===== config.mk =====
export PLATFORM = sky130hd
export DESIGN_NAME = clk_rst_sequencer
export DESIGN_NICKNAME = d
export VERILOG_FILES = /design/src/rtl/clk_rst_sequencer.sv
export SDC_FILE = /design/constraint.sdc
export NUM_CORES = 1
export LEC_CHECK = 0
export ABC_AREA = 1
export CAP_MARGIN = 20
export CORE_MARGIN = 2
export CORE_UTILIZATION = 42
export CTS_CLUSTER_SIZE = 12
export DETAILED_ROUTE_END_ITERATION = 12
export GPL_TIMING_DRIVEN = 0
export HOLD_SLACK_MARGIN = 0.12
export MAX_ROUTING_LAYER = met4
export PLACE_DENSITY = 0.59
export REMOVE_ABC_BUFFERS = 1
export SYNTH_ARGS = -nofsm -noshare
export SYNTH_HDL_FRONTEND = slang
export SYNTH_SLANG_ARGS = --single-unit

===== constraint.sdc =====
create_clock -name clk_i -period 2 [get_ports clk_i]
set_input_delay 0.2 -clock clk_i [delete_from_list [all_inputs] [get_ports clk_i]]
set_output_delay 0.2 -clock clk_i [all_outputs]
set_load 0.02 [all_outputs]

===== src/rtl/clk_rst_sequencer.sv =====
// MMCM reset sequencer: pulses the MMCM reset, waits for a stable synchronized lock,
// then releases the downstream reset. Optional lock-timeout retry via CLK_RST_SEQ_RETRY_EN.
module clk_rst_sequencer #(
  parameter int MMCM_RST_CYCLES = 16,
  parameter int LOCK_TIMEOUT    = 65536,
  parameter int HOLD_CYCLES     = 256,
  parameter int SYNC_STAGES     = 2
) (
  input  logic       clk_i,
  input  logic       rst_i,
  input  logic       locked_i,
  output logic       mmcm_rst_o,
  output logic       rst_o,
  output logic       ready_o,
  output logic       lock_lost_o,
  output logic [7:0] retry_cnt_o,
  output logic [1:0] state_o
);

  localparam logic [1:0] ST_MMCM_RST = 2'd0;
  localparam logic [1:0] ST_WAIT     = 2'd1;
  localparam logic [1:0] ST_HOLD     = 2'd2;
  localparam logic [1:0] ST_RUN      = 2'd3;

  localparam int MAX_A   = (MMCM_RST_CYCLES > HOLD_CYCLES) ? MMCM_RST_CYCLES : HOLD_CYCLES;
  localparam int MAX_CYC = (MAX_A > LOCK_TIMEOUT) ? MAX_A : LOCK_TIMEOUT;
  localparam int CNT_W   = $clog2(MAX_CYC) + 1;

  localparam logic [CNT_W-1:0] RST_LAST  = CNT_W'(MMCM_RST_CYCLES - 1);
  localparam logic [CNT_W-1:0] HOLD_LAST = CNT_W'(HOLD_CYCLES - 1);
`ifdef CLK_RST_SEQ_RETRY_EN
  localparam logic [CNT_W-1:0] TO_LAST   = CNT_W'(LOCK_TIMEOUT - 1);
`endif

  logic [1:0]             state_q;
  logic [1:0]             state_d;
  logic [CNT_W-1:0]       cnt_q;
  logic [CNT_W-1:0]       cnt_d;
  logic [SYNC_STAGES-1:0] sync_q;
  logic                   lock_s;
  logic                   lock_drop;
  logic                   lost_pend_q;

  assign lock_s  = sync_q[SYNC_STAGES-1];
  assign ready_o = ~rst_o;
  assign state_o = state_q;

`ifdef CLK_RST_SEQ_RETRY_EN
  logic timeout_hit;
  logic retry_pend_q;
`endif

  always_comb begin
    state_d   = state_q;
    cnt_d     = cnt_q;
    lock_drop = 1'b0;
`ifdef CLK_RST_SEQ_RETRY_EN
    timeout_hit = 1'b0;
`endif
    case (state_q)
      ST_MMCM_RST: begin
        if (cnt_q == RST_LAST) begin
          state_d = ST_WAIT;
          cnt_d   = '0;
        end else begin
          cnt_d = cnt_q + 1'b1;
        end
      end
      ST_WAIT: begin
        // Lock is checked first so a simultaneous timeout loses to it.
        if (lock_s) begin
          state_d = ST_HOLD;
          cnt_d   = '0;
        end
`ifdef CLK_RST_SEQ_RETRY_EN
        else if (cnt_q == TO_LAST) begin
          state_d     = ST_MMCM_RST;
          cnt_d       = '0;
          timeout_hit = 1'b1;
        end else begin
          cnt_d = cnt_q + 1'b1;
        end
`endif
      end
      ST_HOLD: begin
        if (!lock_s) begin
          state_d = ST_WAIT;
          cnt_d   = '0;
        end else if (cnt_q == HOLD_LAST) begin
          state_d = ST_RUN;
          cnt_d   = '0;
        end else begin
          cnt_d = cnt_q + 1'b1;
        end
      end
      ST_RUN: begin
        if (!lock_s) begin
          state_d   = ST_MMCM_RST;
          cnt_d     = '0;
          lock_drop = 1'b1;
        end
      end
      default: begin
        state_d = ST_MMCM_RST;
        cnt_d   = '0;
      end
    endcase
  end

  // Outputs are decoded from the registered state one cycle later, so every
  // output (including the sticky flags) moves on the same edge.
  always_ff @(posedge clk_i) begin
    if (rst_i) begin
      state_q     <= ST_MMCM_RST;
      cnt_q       <= '0;
      sync_q      <= '0;
      mmcm_rst_o  <= 1'b1;
      rst_o       <= 1'b1;
      lost_pend_q <= 1'b0;
      lock_lost_o <= 1'b0;
    end else begin
      state_q     <= state_d;
      cnt_q       <= cnt_d;
      sync_q      <= {sync_q[SYNC_STAGES-2:0], locked_i};
      mmcm_rst_o  <= (state_q == ST_MMCM_RST);
      rst_o       <= (state_q != ST_RUN);
      lost_pend_q <= lock_drop;
      if (lost_pend_q) begin
        lock_lost_o <= 1'b1;
      end
    end
  end

`ifdef CLK_RST_SEQ_RETRY_EN
  always_ff @(posedge clk_i) begin
    if (rst_i) begin
      retry_pend_q <= 1'b0;
      retry_cnt_o  <= 8'd0;
    end else begin
      retry_pend_q <= timeout_hit;
      if (retry_pend_q && (retry_cnt_o != 8'hFF)) begin
        retry_cnt_o <= retry_cnt_o + 8'd1;
      end
    end
  end
`else
  assign retry_cnt_o = 8'd0;
`endif

endmodule


==> summary.json <==
{
  "route.detailed.drc": 0,
  "postCtsSetupBuffers": 0,
  "fmax_mhz": 600,
  "routedWlPerCell_um": 10.5,
  "area.growth.synth_to_final_pct": 7.61,
  "n_antenna_cell": 0,
  "critical_path.max_stage_delay_ns": 0.66,
  "post_synth.cell_area_avg_um2": 7.17,
  "vias": 1101,
  "cts_made_buffers": 3,
  "crit_path_top_delay_cell": "sky130_fd_sc_hd__clkdlybuf4s50_1",
  "floorplan.io_pins": 17,
  "stdcell_count": 241,
  "mostFrequentLayoutCell": "sky130_fd_sc_hd__nand2_1",
  "yosys_warnings": 0,
  "portBuffers": 8,
  "grt_pass1_vias": 1033,
  "drt_first_iter_violations": 43,
  "gp_congestion": 0.826,
  "placement_rows": 20,
  "critPathLaunchType": "register",
  "area.sequential_um2": 500,
  "post_cts.resized_instances": 0,
  "die-width_um": 60.7,
  "routed_wirelength_um": 2540,
  "multi_input_comb_area_um2": 702,
  "ys_ff_latch": 25,
  "grt_pass1_wl_um": 4450,
  "clockBufferDepth": 2,
  "worst_path_dominant_cell_family": "buffers and inverters",
  "run_status": "finished, final reports clean",
  "dp_cells": 237,
  "fin_nets": 203,
  "post_dp_cell_area_mm2": 0.00142,
  "timing.critical_path.cells": "clkdlybuf4s50_1",
  "ant_nets": 0,
  "most_used_dff_post_synth": "sky130_fd_sc_hd__dfxtp_1",
  "avgViaCountPerCell": 4.57,
  "rsz0062_at_grt": "false",
  "fin_skew_ns": 0.00826,
  "finalCoreUtilization_pct": 47.5,
  "worst_path_buffer_plus_inverter_count": 1,
  "floorplan.die_area_mm2": 0.00368,
  "grt_overflow_total": 0,
  "layout_min_cycle_time_ns": 1.67,
  "number_of_instances_in_the_synthesized_netlist": 188,
  "grt_max_degree": 15,
  "post_cts_hold_buffer_count": 0,
  "ir_drop_v": 0.000374,
  "clkLatencyLatePin_ns": 0.33,
  "place.detailed.hpwl_um": 1980,
  "post_route_cells_drive_above_1_share_pct": 13.2,
  "power_density_of_the_placed_cells_mw_per_mm2": 828,
  "htreeDepth": 1,
  "post-route-period-util_pct": 83.4,
  "antenna_violations_before_repair": 0,
  "post_synth_num_cell_types": 27,
  "netlist_area_mm2": 0.00135,
  "sinks_on_the_clock_net": 25,
  "async_flop_share_pct": 0,
  "synth.yosys.seq_area_share_pct": 37.1,
  "fillerInstances": 322,
  "tritoncts": "yes",
  "final_cell_mix": "sky130_fd_sc_hd__nand2_1, sky130_fd_sc_hd__nor2_1, sky130_fd_sc_hd__dfxtp_1, sky130_fd_sc_hd__inv_1, sky130_fd_sc_hd__nor2_2",
  "crit_end_category": "output port",
  "hold_path.class": "in2reg",
  "worst-endpoint-arrival_ns": 1.47,
  "path_class": "reg2out",
  "preCtsSetupSlack_ns": 0.399,
  "maxSlewViolCount": 0,
  "design.core.area_mm2": 0.00305,
  "setup_viol": 0,
  "die_y_extent_um": 60.7,
  "p_leak_uw": 0.000617,
  "dr.pass1.iters": 5,
  "clock_tree.root_cell": "sky130_fd_sc_hd__clkbuf_4",
  "grt_util_all_layers_pct": 16.3,
  "drv.max_cap_violation_count": 0,
  "finalHoldViolations": 0,
  "tns_ns": 0,
  "required_ns": 1.80,
  "number_of_enable_flip_flop_cells_after_synthesis": 0,
  "critPathMaxFanout": 7,
  "final.setup.worst_slack_ns": 0.332,
  "starting_utilization_of_the_core_area_pct": 44.2,
  "layout.cell_area.non_filler_mm2": 0.00145,
  "clock_transition_at_path_regs_ns": 0.14
}
## state kept, by name (all words and copies together), names as in the netlist
name	cells
lock_lost_o	1
state_o	2
mmcm_rst_o	1
sync_q	2
lost_pend_q	1
cnt_q	17
rst_o	1
## layer usage
layer	track usage [%]	share of wire, %	routed length (µm)	vias up
met1	22.6	49	1250	495
met3	2.56	4.0	101	4
met2	24.1	45	1150	18
li1	-	-	-	584
met4	5.59	1.4	35	0
met5	-	0	0	-
## cells by family (layout without fill, tap and decap cells)
kind of cell / count (synthesis) / count (layout) / share of synthesized area [%]
adders and majority gates: 2 / 2 / 1.85
DFF: 25 / 25 / 37.1
other: 1 / 8 / 0.278
and+or+nand+nor: 109 / 109 / 38.5
AOI/OAI and AO/OA: 10 / 10 / 4.17
muxes: 1 / 1 / 0.742
xor gates and xnor gates: 7 / 7 / 4.55
buffers and inverters: 33 / 35 / 12.8
## worst paths after layout
kind / cells past startpoint / slack (ns) / start / end
worst max register to register: 8 / 0.36 / state_o[1] / cnt_q[10]
worst min register to register: 2 / 0.42 / sync_q[0] / sync_q[1]
worst min-delay path: 3 / 0.38 / locked_i / sync_q[0]
worst max-delay path: 1 / 0.33 / state_o[0] / state_o[0]
## where the power goes
group | switching [µW] | internal [µW] | leakage [µW]
clock network | 154 | 75.1 | 0.0000177
logic | 250 | 132 | 0.000397
registers | 50.6 | 540 | 0.000203
total | 454 | 747 | 0.000617
## Yosys cell counts, types with 2 or more instances
| library cell | count | area, µm² |
|---|---|---|
| sky130_fd_sc_hd__xor2_1 | 7 | 61.3 |
| sky130_fd_sc_hd__o21ai_0 | 5 | 25.0 |
| sky130_fd_sc_hd__nor2_2 | 14 | 87.6 |
| sky130_fd_sc_hd__ha_1 | 2 | 25.0 |
| sky130_fd_sc_hd__nand2_2 | 2 | 12.5 |
| sky130_fd_sc_hd__nor3_1 | 2 | 10.0 |
| sky130_fd_sc_hd__nand3_2 | 2 | 20.0 |
| sky130_fd_sc_hd__nand2_1 | 40 | 150 |
| sky130_fd_sc_hd__nor2_1 | 32 | 120 |
| sky130_fd_sc_hd__a21oi_1 | 2 | 10.0 |
| sky130_fd_sc_hd__buf_4 | 8 | 60.1 |
| sky130_fd_sc_hd__nand3_1 | 8 | 40.0 |
| sky130_fd_sc_hd__nand4_1 | 5 | 31.3 |
| sky130_fd_sc_hd__dfxtp_1 | 25 | 500 |
| sky130_fd_sc_hd__inv_1 | 22 | 82.6 |
## area by class of cell
class / instances / area share [%]
Clock buffer: 3 / 1.55
Clock inverter: 1 / 0.345
Inverter: 23 / 5.95
Multi-Input combinational cell: 137 / 48.4
Sequential cell: 25 / 34.5
Tap cell: 44 / 3.79
Timing Repair Buffer: 8 / 5.52
## stage by stage
stage	hold slack [ns]	total power [µW]
6_report	0.383	1200
5_1_grt	0.389	1290
4_1_cts	0.387	1210
3_5_place_dp	0.398	987
3_3_place_gp	0.394	976
2_1_floorplan	0.271	874
No activity file was read; power rests on OpenSTA's default activity.
